==> config.mk <==
export PLATFORM = sky130hd
export DESIGN_NAME = pipeline_hazard_ctrl
export DESIGN_NICKNAME = d
export VERILOG_FILES = /design/src/rtl/pipeline_ctrl_pkg.sv /design/src/rtl/hazard_perf_counters.sv /design/src/rtl/pipeline_hazard_ctrl.sv
export SDC_FILE = /design/constraint.sdc
export NUM_CORES = 1
export LEC_CHECK = 0
export ABC_AREA = 1
export CORE_ASPECT_RATIO = 1.4
export CORE_MARGIN = 4
export CORE_UTILIZATION = 35
export DETAILED_ROUTE_END_ITERATION = 6
export PLACE_DENSITY_LB_ADDON = 0.3
export SYNTH_ARGS = -nofsm -noshare
export SYNTH_HDL_FRONTEND = slang
export SYNTH_SLANG_ARGS = --single-unit
export TNS_END_PERCENT = 30
==> constraint.sdc <==
create_clock -name clk -period 3.9 [get_ports clk]
set_clock_uncertainty 0.1 [all_clocks]
set_input_delay 0.39 -clock clk [delete_from_list [all_inputs] [get_ports clk]]
set_output_delay 0.39 -clock clk [all_outputs]
set_load 0.1 [all_outputs]
==> src/rtl/pipeline_ctrl_pkg.sv <==
// Shared pipeline control types: FSM state encoding, per-stage lock/flush
// pair, and the hard-wired zero register index.
package pipeline_ctrl_pkg;

    typedef enum logic {
        RUN     = 1'b0,
        MD_BUSY = 1'b1
    } hz_state_t;

    typedef struct packed {
        logic lock;
        logic flush;
    } stage_ctrl_t;

    localparam logic [4:0] REG_ZERO = 5'd0;

endpackage

==> src/rtl/hazard_perf_counters.sv <==
// Stall-cycle and branch-flush event counters. Both wrap modulo 2^32.
module hazard_perf_counters (
    input  logic        clk,
    input  logic        rst,
    input  logic        stall_inc,
    input  logic        flush_inc,
    output logic [31:0] stall_cycles,
    output logic [31:0] flush_events
);

    // Free-running counters, cleared only by reset
    always_ff @(posedge clk or posedge rst) begin
        if (rst) begin
            stall_cycles <= 32'd0;
            flush_events <= 32'd0;
        end else begin
            if (stall_inc) stall_cycles <= stall_cycles + 32'd1;
            if (flush_inc) flush_events <= flush_events + 32'd1;
        end
    end

endmodule

==> src/rtl/pipeline_hazard_ctrl.sv <==
// Stall/flush sequencer for the 5-stage pipeline. Outputs are combinational
// from the registered FSM state and the current hazard inputs.
// Optional build macro: HAZARD_PERF_EN enables the performance counters;
// without it both counter ports read zero and no counter flops exist.
module pipeline_hazard_ctrl
    import pipeline_ctrl_pkg::*;
#(
    parameter int MEM_TIMEOUT   = 256,
    parameter int MD_MAX_CYCLES = 64
) (
    input  logic        clk,
    input  logic        rst,
    input  logic [4:0]  id_rs1,
    input  logic [4:0]  id_rs2,
    input  logic        id_use_rs1,
    input  logic        id_use_rs2,
    input  logic [4:0]  ex_rd,
    input  logic        ex_mem_read,
    input  logic        ex_branch_taken,
    input  logic        ex_md_start,
    input  logic        md_done,
    input  logic        mem_req,
    input  logic        mem_ready,
    output logic        pc_lock,
    output logic        if_id_lock,
    output logic        if_id_flush,
    output logic        id_ex_lock,
    output logic        id_ex_flush,
    output logic        ex_mem_lock,
    output logic        ex_mem_flush,
    output logic        mem_wb_flush,
    output logic        mem_timeout,
    output logic        md_timeout,
    output logic [31:0] perf_stall_cycles,
    output logic [31:0] perf_flush_events
);

    localparam int MEM_CNT_W = $clog2(MEM_TIMEOUT) + 1;
    localparam int MD_CNT_W  = $clog2(MD_MAX_CYCLES) + 1;
    localparam logic [MEM_CNT_W-1:0] MEM_LIM = MEM_CNT_W'(MEM_TIMEOUT);
    localparam logic [MD_CNT_W-1:0]  MD_LIM  = MD_CNT_W'(MD_MAX_CYCLES);

    hz_state_t            state;
    logic                 md_done_pend;
    logic [MEM_CNT_W-1:0] mem_cnt;
    logic [MD_CNT_W-1:0]  md_cnt;

    logic        memw;
    logic        lu;
    logic        md_fin;
    logic        pc_ctl;
    logic        mwb_fl;
    stage_ctrl_t if_id_ctl;
    stage_ctrl_t id_ex_ctl;
    stage_ctrl_t ex_mem_ctl;

    assign memw   = mem_req & ~mem_ready;
    assign md_fin = md_done | md_done_pend;
    assign lu     = ex_mem_read & (ex_rd != REG_ZERO) &
                    ((id_use_rs1 & (id_rs1 == ex_rd)) |
                     (id_use_rs2 & (id_rs2 == ex_rd)));

    // Fixed-priority hazard resolution: reset, mem wait, mul/div, branch, load-use
    always_comb begin
        pc_ctl     = 1'b0;
        mwb_fl     = 1'b0;
        if_id_ctl  = '0;
        id_ex_ctl  = '0;
        ex_mem_ctl = '0;
        if (rst) begin
            if_id_ctl.flush  = 1'b1;
            id_ex_ctl.flush  = 1'b1;
            ex_mem_ctl.flush = 1'b1;
            mwb_fl           = 1'b1;
        end else if (memw) begin
            // Freeze everything upstream of MEM; EX re-presents its requests later
            pc_ctl          = 1'b1;
            if_id_ctl.lock  = 1'b1;
            id_ex_ctl.lock  = 1'b1;
            ex_mem_ctl.lock = 1'b1;
            mwb_fl          = 1'b1;
        end else if ((state == MD_BUSY && !md_fin) ||
                     (state == RUN && ex_md_start && !md_done)) begin
            // Hold the op in EX and bubble MEM until the unit finishes
            pc_ctl           = 1'b1;
            if_id_ctl.lock   = 1'b1;
            id_ex_ctl.lock   = 1'b1;
            ex_mem_ctl.flush = 1'b1;
        end else if (ex_branch_taken) begin
            if_id_ctl.flush = 1'b1;
            id_ex_ctl.flush = 1'b1;
        end else if (lu) begin
            pc_ctl          = 1'b1;
            if_id_ctl.lock  = 1'b1;
            id_ex_ctl.flush = 1'b1;
        end
    end

    assign pc_lock      = pc_ctl;
    assign if_id_lock   = if_id_ctl.lock;
    assign if_id_flush  = if_id_ctl.flush;
    assign id_ex_lock   = id_ex_ctl.lock;
    assign id_ex_flush  = id_ex_ctl.flush;
    assign ex_mem_lock  = ex_mem_ctl.lock;
    assign ex_mem_flush = ex_mem_ctl.flush;
    assign mem_wb_flush = mwb_fl;

    // FSM, pending-done latch, wait counters and sticky timeout flags
    always_ff @(posedge clk or posedge rst) begin
        if (rst) begin
            state        <= RUN;
            md_done_pend <= 1'b0;
            mem_cnt      <= '0;
            md_cnt       <= '0;
            mem_timeout  <= 1'b0;
            md_timeout   <= 1'b0;
        end else begin
            if (memw) begin
                if (mem_cnt != MEM_LIM) mem_cnt <= mem_cnt + MEM_CNT_W'(1);
                if (mem_cnt == MEM_LIM - MEM_CNT_W'(1)) mem_timeout <= 1'b1;
                // A done pulse cannot be acted on while frozen; remember it
                if (state == MD_BUSY && md_done) md_done_pend <= 1'b1;
            end else begin
                mem_cnt <= '0;
            end

            case (state)
                RUN: begin
                    md_cnt <= '0;
                    if (!memw && ex_md_start && !md_done) state <= MD_BUSY;
                end
                MD_BUSY: begin
                    if (!memw && md_fin) begin
                        state        <= RUN;
                        md_done_pend <= 1'b0;
                        md_cnt       <= '0;
                    end else begin
                        if (md_cnt != MD_LIM) md_cnt <= md_cnt + MD_CNT_W'(1);
                        if (md_cnt == MD_LIM - MD_CNT_W'(1)) md_timeout <= 1'b1;
                    end
                end
                default: state <= RUN;
            endcase
        end
    end

`ifdef HAZARD_PERF_EN
    // Outside reset, if_id_flush is raised only by an acted-on branch
    hazard_perf_counters u_perf (
        .clk          (clk),
        .rst          (rst),
        .stall_inc    (pc_ctl),
        .flush_inc    (if_id_ctl.flush),
        .stall_cycles (perf_stall_cycles),
        .flush_events (perf_flush_events)
    );
`else
    assign perf_stall_cycles = 32'd0;
    assign perf_flush_events = 32'd0;
`endif

endmodule

==> results_dict.tcl <==
set metrics [dict create \
    status "finished, final reports clean" \
    syn-mean-instance-area_um2 7.10 \
    seqPwrFrac_pct 25.9 \
    final_layout_size_suffix_gt1_share_pct 7.51 \
    synth_area_leader_cell "sky130_fd_sc_hd__dfrtp_1" \
    cts_sinks 20 \
    crit_arrival_ps 1890 \
    timing.final.hold_violations 0 \
    worstReg2RegEnd "mem_cnt[8]$_DFFE_PP0P_" \
    design.core.area_um2 4950 \
    min_delay_worst_endpoint "mem_timeout$_DFFE_PP0P_" \
    report.final.setup_viol 0 \
    htreeDepth 1 \
    period_needed_ps 2380 \
    post_synth_instance_area_um2 1820 \
    synth_top_cells_by_area "sky130_fd_sc_hd__dfrtp_1 27%, sky130_fd_sc_hd__buf_4 27%, sky130_fd_sc_hd__nand2_1 9.9%, sky130_fd_sc_hd__inv_1 7.8%, sky130_fd_sc_hd__nor2_1 6.0%" \
    rows 30 \
    cts-hold-fix-buffers 0 \
    viasPerCell 3.98 \
    rsz0062_at_grt "no" \
    detailedRoute.firstPassIterationCount 4 \
    count_of_input_and_output_buffers 34 \
    min-delay-start "mem_timeout$_DFFE_PP0P_" \
    synthToLayoutAreaGrowth_pct 12.1 \
    antenna_violations_before_repair 0 \
    maxClockFrequency_ghz 0.421 \
    min-delay-path-class "reg2reg" \
    die_h_um 93.4 \
    place.detailed.hpwl_um 3070 \
    wire_length_of_the_first_global_routing_pass_um 5890 \
    cellPowerDensity_nw_per_um2 420 \
    design.final.nets 324 \
    fin_total_pwr_mw 0.859 \
    final_antenna_net_count 0 \
    cts_post_setup_buffers_inserted 0 \
    tritoncts_clock_tree "yes" \
    ys_warn_count 0 \
    synth_top_cell_area_share_pct 27.4 \
    die_area_um2 6450 \
    io_pins 99 \
    grt.overflow.total 0 \
    setup-tns-final_ps 0 \
    grt.total_usage_pct 11.1 \
    timing.final.crit_share_pct 60.9 \
    internal_power_mw 0.406 \
    leakage_nw 1.11 \
    setup.worst_path.end_class "output pin" \
    clock_latency_ps 250 \
    count_of_mapped_cells_out_of_synthesis 257 \
    proportion_of_power_drawn_by_combinational_gates_pct 50.4 \
    cts.clk_slew.worst_paths_ps 70 \
    grt_max_degree 22 \
    finalNonFillerCells 357 \
    post-route-drc-count 0 \
    drt-wirelength-per-cell_um 10.2 \
    critical_path_fanouts_max 16 \
    finalCoreUtilization_pct 41.3 \
    whs_path_depth 1 \
    r2r_start "mem_cnt[1]$_DFFE_PP0P_" \
    reg2reg_slack_ps 2250 \
    start_util_pct 36.8 \
    slew_viol_final 0 \
    insertedDiodeCount 0 \
    die_w_um 69.0 \
    start_kind "input port" \
    ws_path_type "in2out" \
    fin_worst_hold_slack_ps 369 \
    clockBufferDepth 2 \
    ctsRootBufferMaster "sky130_fd_sc_hd__clkbuf_8" \
    worst_pin_slew_ps 976 \
    vias_in_the_first_global_route 1304 \
    worst-endpoint-required_ps 3410 \
    worst_slew_margin_rel_pct 34.8 \
    wirelength_um 3630 \
    worstRegToRegCells 7 \
    post_synth_num_cell_types 25 \
    place_congestion 0.851 \
    pwr-share-clk_pct 23.6 \
    drv_cap 0 \
    iter_0_drt_violations 18 \
    power_switching_share_pct 52.8 \
    yosys_register_bits 20 \
    number_of_placed_instances_taps_included 353 \
    vdd_ir_drop_max_v 0.000186 \
    synth_sequential_area_ratio_pct 27.4 \
    dr_total_vias 1422 \
    p_switching_mw 0.453 \
    cts_buffers 3 \
    cts-resized-gates 0 \
]
power by group through the flow:
| stage | Combinational (mW) | Sequential [mW] | Clock [mW] |
|---|---|---|---|
| 2_1_floorplan | 0.431 | 0.225 | 0 |
| 3_3_place_gp | 0.431 | 0.226 | 0 |
| 3_5_place_dp | 0.433 | 0.226 | 0 |
| 4_1_cts | 0.433 | 0.222 | 0.212 |
| 5_1_grt | 0.453 | 0.224 | 0.221 |
| 6_report | 0.433 | 0.223 | 0.203 |
worst max path at each step:
stage                               to  slack, ps  startpoint  cells after the start
after floorplan           ex_mem_flush        450     mem_req                      5
after global placement     ex_mem_lock       1520     mem_req                      6
after detailed placement   ex_mem_lock       1520     mem_req                      6
after CTS                  ex_mem_lock       1510     mem_req                      6
after global routing       ex_mem_lock       1400     mem_req                      6
final                      ex_mem_lock       1520     mem_req                      6
placed cells by master (no fill, tap or decap):
master,n
sky130_fd_sc_hd__nand3_2,1
sky130_fd_sc_hd__o21ai_0,7
sky130_fd_sc_hd__nor4_1,1
sky130_fd_sc_hd__nor2_1,29
sky130_fd_sc_hd__nor3_1,1
sky130_fd_sc_hd__o21ai_1,1
sky130_fd_sc_hd__ha_1,5
sky130_fd_sc_hd__bufinv_16,1
sky130_fd_sc_hd__xor2_1,3
sky130_fd_sc_hd__nand3_1,11
sky130_fd_sc_hd__nor4_4,2
sky130_fd_sc_hd__a31oi_1,2
sky130_fd_sc_hd__nand2_1,48
sky130_fd_sc_hd__nor2_4,1
sky130_fd_sc_hd__nand4_1,4
sky130_fd_sc_hd__o21a_1,1
sky130_fd_sc_hd__a21o_1,1
sky130_fd_sc_hd__conb_1,64
sky130_fd_sc_hd__clkbuf_8,3
sky130_fd_sc_hd__dfrtp_1,20
sky130_fd_sc_hd__a21oi_1,9
sky130_fd_sc_hd__inv_1,38
sky130_fd_sc_hd__nor2_2,1
sky130_fd_sc_hd__o21ai_2,1
sky130_fd_sc_hd__nand2_2,2
sky130_fd_sc_hd__clkdlybuf4s50_1,26
sky130_fd_sc_hd__buf_4,9
sky130_fd_sc_hd__a21oi_2,1
layout make-up:
type / count / area [µm²]
Clock buffer: 3 / 41.3
Inverter: 38 / 143
Clock inverter: 1 / 30.0
Fill cell: 523 / 2910
Sequential cell: 20 / 500
Timing Repair Buffer: 35 / 328
Tap cell: 64 / 80.1
Multi-Input combinational cell: 196 / 922
worst max-delay path, cell delays in order:
cell                              delay [ps]
sky130_fd_sc_hd__clkdlybuf4s50_1         460
sky130_fd_sc_hd__inv_1                    60
sky130_fd_sc_hd__nor2_4                  290
sky130_fd_sc_hd__inv_1                   160
sky130_fd_sc_hd__nor2_1                  190
sky130_fd_sc_hd__buf_4                   330
flip-flops by register name, indices dropped and copies added, names as in the netlist:
| name | count |
|---|---|
| md_done_pend | 1 |
| md_timeout | 1 |
| mem_timeout | 1 |
| md_cnt | 7 |
| mem_cnt | 9 |
| state | 1 |
cells by family (layout without fill, tap and decap cells):
family | count (synthesis) | in the layout | share of synthesized area [%]
other cells | 1 | 64 | 0.206
buf+inv | 104 | 77 | 35.0
compound gates | 23 | 23 | 7.13
fa+ha+maj | 5 | 5 | 3.43
flops | 20 | 20 | 27.4
xor+xnor | 3 | 3 | 1.44
simple gates | 101 | 101 | 25.4
metal layers:
layer / global-route usage, % / up-vias / wire length [µm]
li1: - / 734 / -
met1: 11.5 / 618 / 1400
met2: 20.5 / 66 / 1860
met3: 3.44 / 4 / 333
met4: 4.07 / 0 / 42
met5: 0 / - / 0
synth_stat cells (all sizes together):
cell type  number
ha              5
a21oi          10
nand3          12
a31oi           2
nand4           4
nor4            3
buf            66
a21o            1
nor2           31
nor3            1
o21a            1
xor2            3
dfrtp          20
o21ai           9
nand2          50
inv            38
conb            1
metrics by stage:
stage / instance area, µm² / worst slack (ps)
floorplan: 2060 / 455
global placement: 1970 / 1520
detailed placement: 1970 / 1520
CTS: 2040 / 1510
global route: 2040 / 1400
finish: 2040 / 1520
(Power assumes the default switching activity.)
==> RTL change: new RTL, config.mk and constraints unchanged <==
The option `HAZARD_PERF_EN` is turned on by a define.
--- a/src/rtl/pipeline_hazard_ctrl.sv
+++ b/src/rtl/pipeline_hazard_ctrl.sv
@@ -3,4 +3,6 @@
 // Optional build macro: HAZARD_PERF_EN enables the performance counters;
 // without it both counter ports read zero and no counter flops exist.
+`define HAZARD_PERF_EN
+
 module pipeline_hazard_ctrl
     import pipeline_ctrl_pkg::*;
Check against the original RTL: not equivalent (a bounded check fails within 4 cycles, from zero or initial values and one cycle with rst high).
==> RTL change against the unedited design <==
  * Worst setup slack got worse by 0.44 ns
  * Combinational power grew to 2.7 times the old value
  * Sequential share of layout area increased by 6.2 points
  * Routed wire length grew to 4.0 times the old value
  * Non-clock buffer count grew 69
  * Register-to-register slack worse by 0.33 ns
  * Sequential cell count is 64 higher
  * Area after synthesis rose to 3.0 times the old value
  * Die area rose to 2.7 times the old value
  * Total power rose to 3.5 times the old value
  * Maximum frequency down 16%
  * Synthesized cell count rose to 3.1 times the old value
  * Largest cell class unchanged
  * Highest routed layer unchanged
  * Cell area rose to 3.4 times the old value
==> RTL change: results (changes against the unedited design) <==
- Outcome: finished, final reports clean
- Worst Hold Launch: mem_timeout
- DR vias/cell: 4.760 (+20%)
- Largest net degree at the start of global routing: 47 (+110%)
- Clock buffer depth: 2 (unchanged)
- Met1 wire length: 5834 µm (+320%)
- Cts bufs inserted: 9 (+6)
- Vias in the first global route: 5,188 (+300%)
- Gpl congestion: 0.8674 (+2.0%)
- R2R Path End: u_perf.stall_cycles[16]
- CTS root buf: clkbuf_16
- Max VDD drop: 524.8 µV (+180%)
- Initial antenna violation count: 0 (unchanged)
- Met2 GRT Util: 31.78% (+11 points)
- Lkg Pwr: 3.075 nW (+180%)
- Ratio of cells with drive above 1 in the final layout: 7.279% (-0.23 points)
- GRT Total Usage: 17.05% (+6.0 points)
- Setup Buffers After CTS: 0 (unchanged)
- PortBufs: 98 (+190%)
- Biggest regs: u_perf.flush_events: 32 flops, u_perf.stall_cycles: 32 flops, mem_cnt: 9 flops
- WL final: 14,620 µm (+300%)
- Ant. Diodes: 0 (unchanged)
- GR Util met3: 2.716% (-0.72 points)
- Clk Latency, worst-skew pair: 0.35 ns (+0.10 ns)
- Worst-path clk slew: 0.06 ns
- Distinct cell type count after synthesis: 28 (+12%)
- Pre-antenna DRT Iters: 4 (unchanged)
- Met3 WL: 465 µm (+40%)
- Yosys warns: 0 (unchanged)
- CTS H-tree lvls: 3 (+2)
- Net count, final: 921 (+180%)
- First-pass GRT wire length: 24,320 µm (+310%)
- Worst Reg2Reg Path Length in Cells: 8 (+1)
- Setup crit start: mem_req
- DR iter-0 viols: 223 (+205)
- WHS Path Cells: 1 (unchanged)
- Actual slew at the worst max-slew pin: 0.9973 ns (+0.02183 ns)
- Slowest cell on the critical path: clkdlybuf4s50_1
- Sequential fraction of the synthesis area: 38.58% (+11 points)
- Synth top cells by count: nand2_1 (308), nor2_1 (98), dfrtp_1 (84)
- Internal reg-to-reg setup slack: 1.92 ns (-0.33 ns)
- Post-DP HPWL: 10,920 µm (+260%)
- Post_cts resized: 0 (unchanged)
- Worst EP arrival: 2.33 ns (+0.44 ns)
- Crit path to: if_id_lock
- Routed wl met2: 7833 µm (+320%)
- Net Count, Synth: 823
- M1 GR Usage: 18.56% (+7.0 points)
- Worst Hold End: mem_timeout
- Layout filler cell count: 1,581 (+200%)
- Synth top area cells: dfrtp_1 (39%), nand2_1 (21%), nor2_1 (6.8%), nand3_1 (5.4%), inv_1 (5.0%)
- Worst r2r src: u_perf.stall_cycles[0]
- Largest stage delay, worst path: between 0.4 and 0.5 ns
- Hold Path Class: register to register
- Delay-heaviest family, CP: buffers and inverters
- CP Max Fanout: 33 (+17)
- Worst hold margin: 0.3720 ns (+0.003483 ns)
- Max Used Layer: met4
## RTL change: cell types whose count changed in the layout (fill, tap and decap cells not counted), moves of 9 or more
cell | unedited run | this run
clkbuf_16 | 0 | 9
clkdlybuf4s50_1 | 26 | 90
conb_1 | 64 | 0
dfrtp_1 | 20 | 84
inv_1 | 38 | 71
nand2_1 | 48 | 308
nand3_1 | 11 | 59
nand3b_1 | 0 | 16
nor2_1 | 29 | 98
nor2_2 | 1 | 10
nor3_1 | 1 | 13
o21ai_0 | 7 | 18
xnor2_1 | 0 | 19
xor2_1 | 3 | 20
## RTL change: power breakdown
| part | switching (mW) | total (mW) | internal, mW |
|---|---|---|---|
| registers | 0.116 | 1.07 | 0.955 |
| logic | 0.879 | 1.15 | 0.270 |
| clock network | 0.362 | 0.787 | 0.425 |
| total | 1.36 | 3.01 | 1.65 |
## RTL change: final cells by class
cell class | instances | area share [%]
clock buffer | 10 | 3.342
clock inverter | 5 | 0.4383
inverter | 79 | 4.383
multi-input combinational | 611 | 42.42
sequential | 84 | 30.68
tap | 192 | 3.506
timing repair buffer | 104 | 15.23
## RTL change: cells by family after synthesis
| family | after synthesis | synth area share, % |
|---|---|---|
| simple gates | 529 | 42.04 |
| compound gates | 36 | 3.422 |
| xor+xnor | 39 | 6.269 |
| buf+inv | 96 | 8.083 |
| flops | 84 | 38.58 |
| fa+ha+maj | 7 | 1.607 |
## RTL change: metrics by stage
| step | total power, mW | cell area [µm²] | cells | worst slack, ns |
|---|---|---|---|---|
| CTS | 3.044 | 6852 | 1085 | 1.024 |
| global placement | 2.238 | 6593 | 1070 | 1.092 |
| detailed placement | 2.243 | 6593 | 1070 | 1.024 |
| finish | 3.008 | 6852 | 1085 | 1.082 |
| floorplan | 1.959 | 5453 | 791 | -0.1423 |
| global route | 3.158 | 6852 | 1085 | 0.9193 |
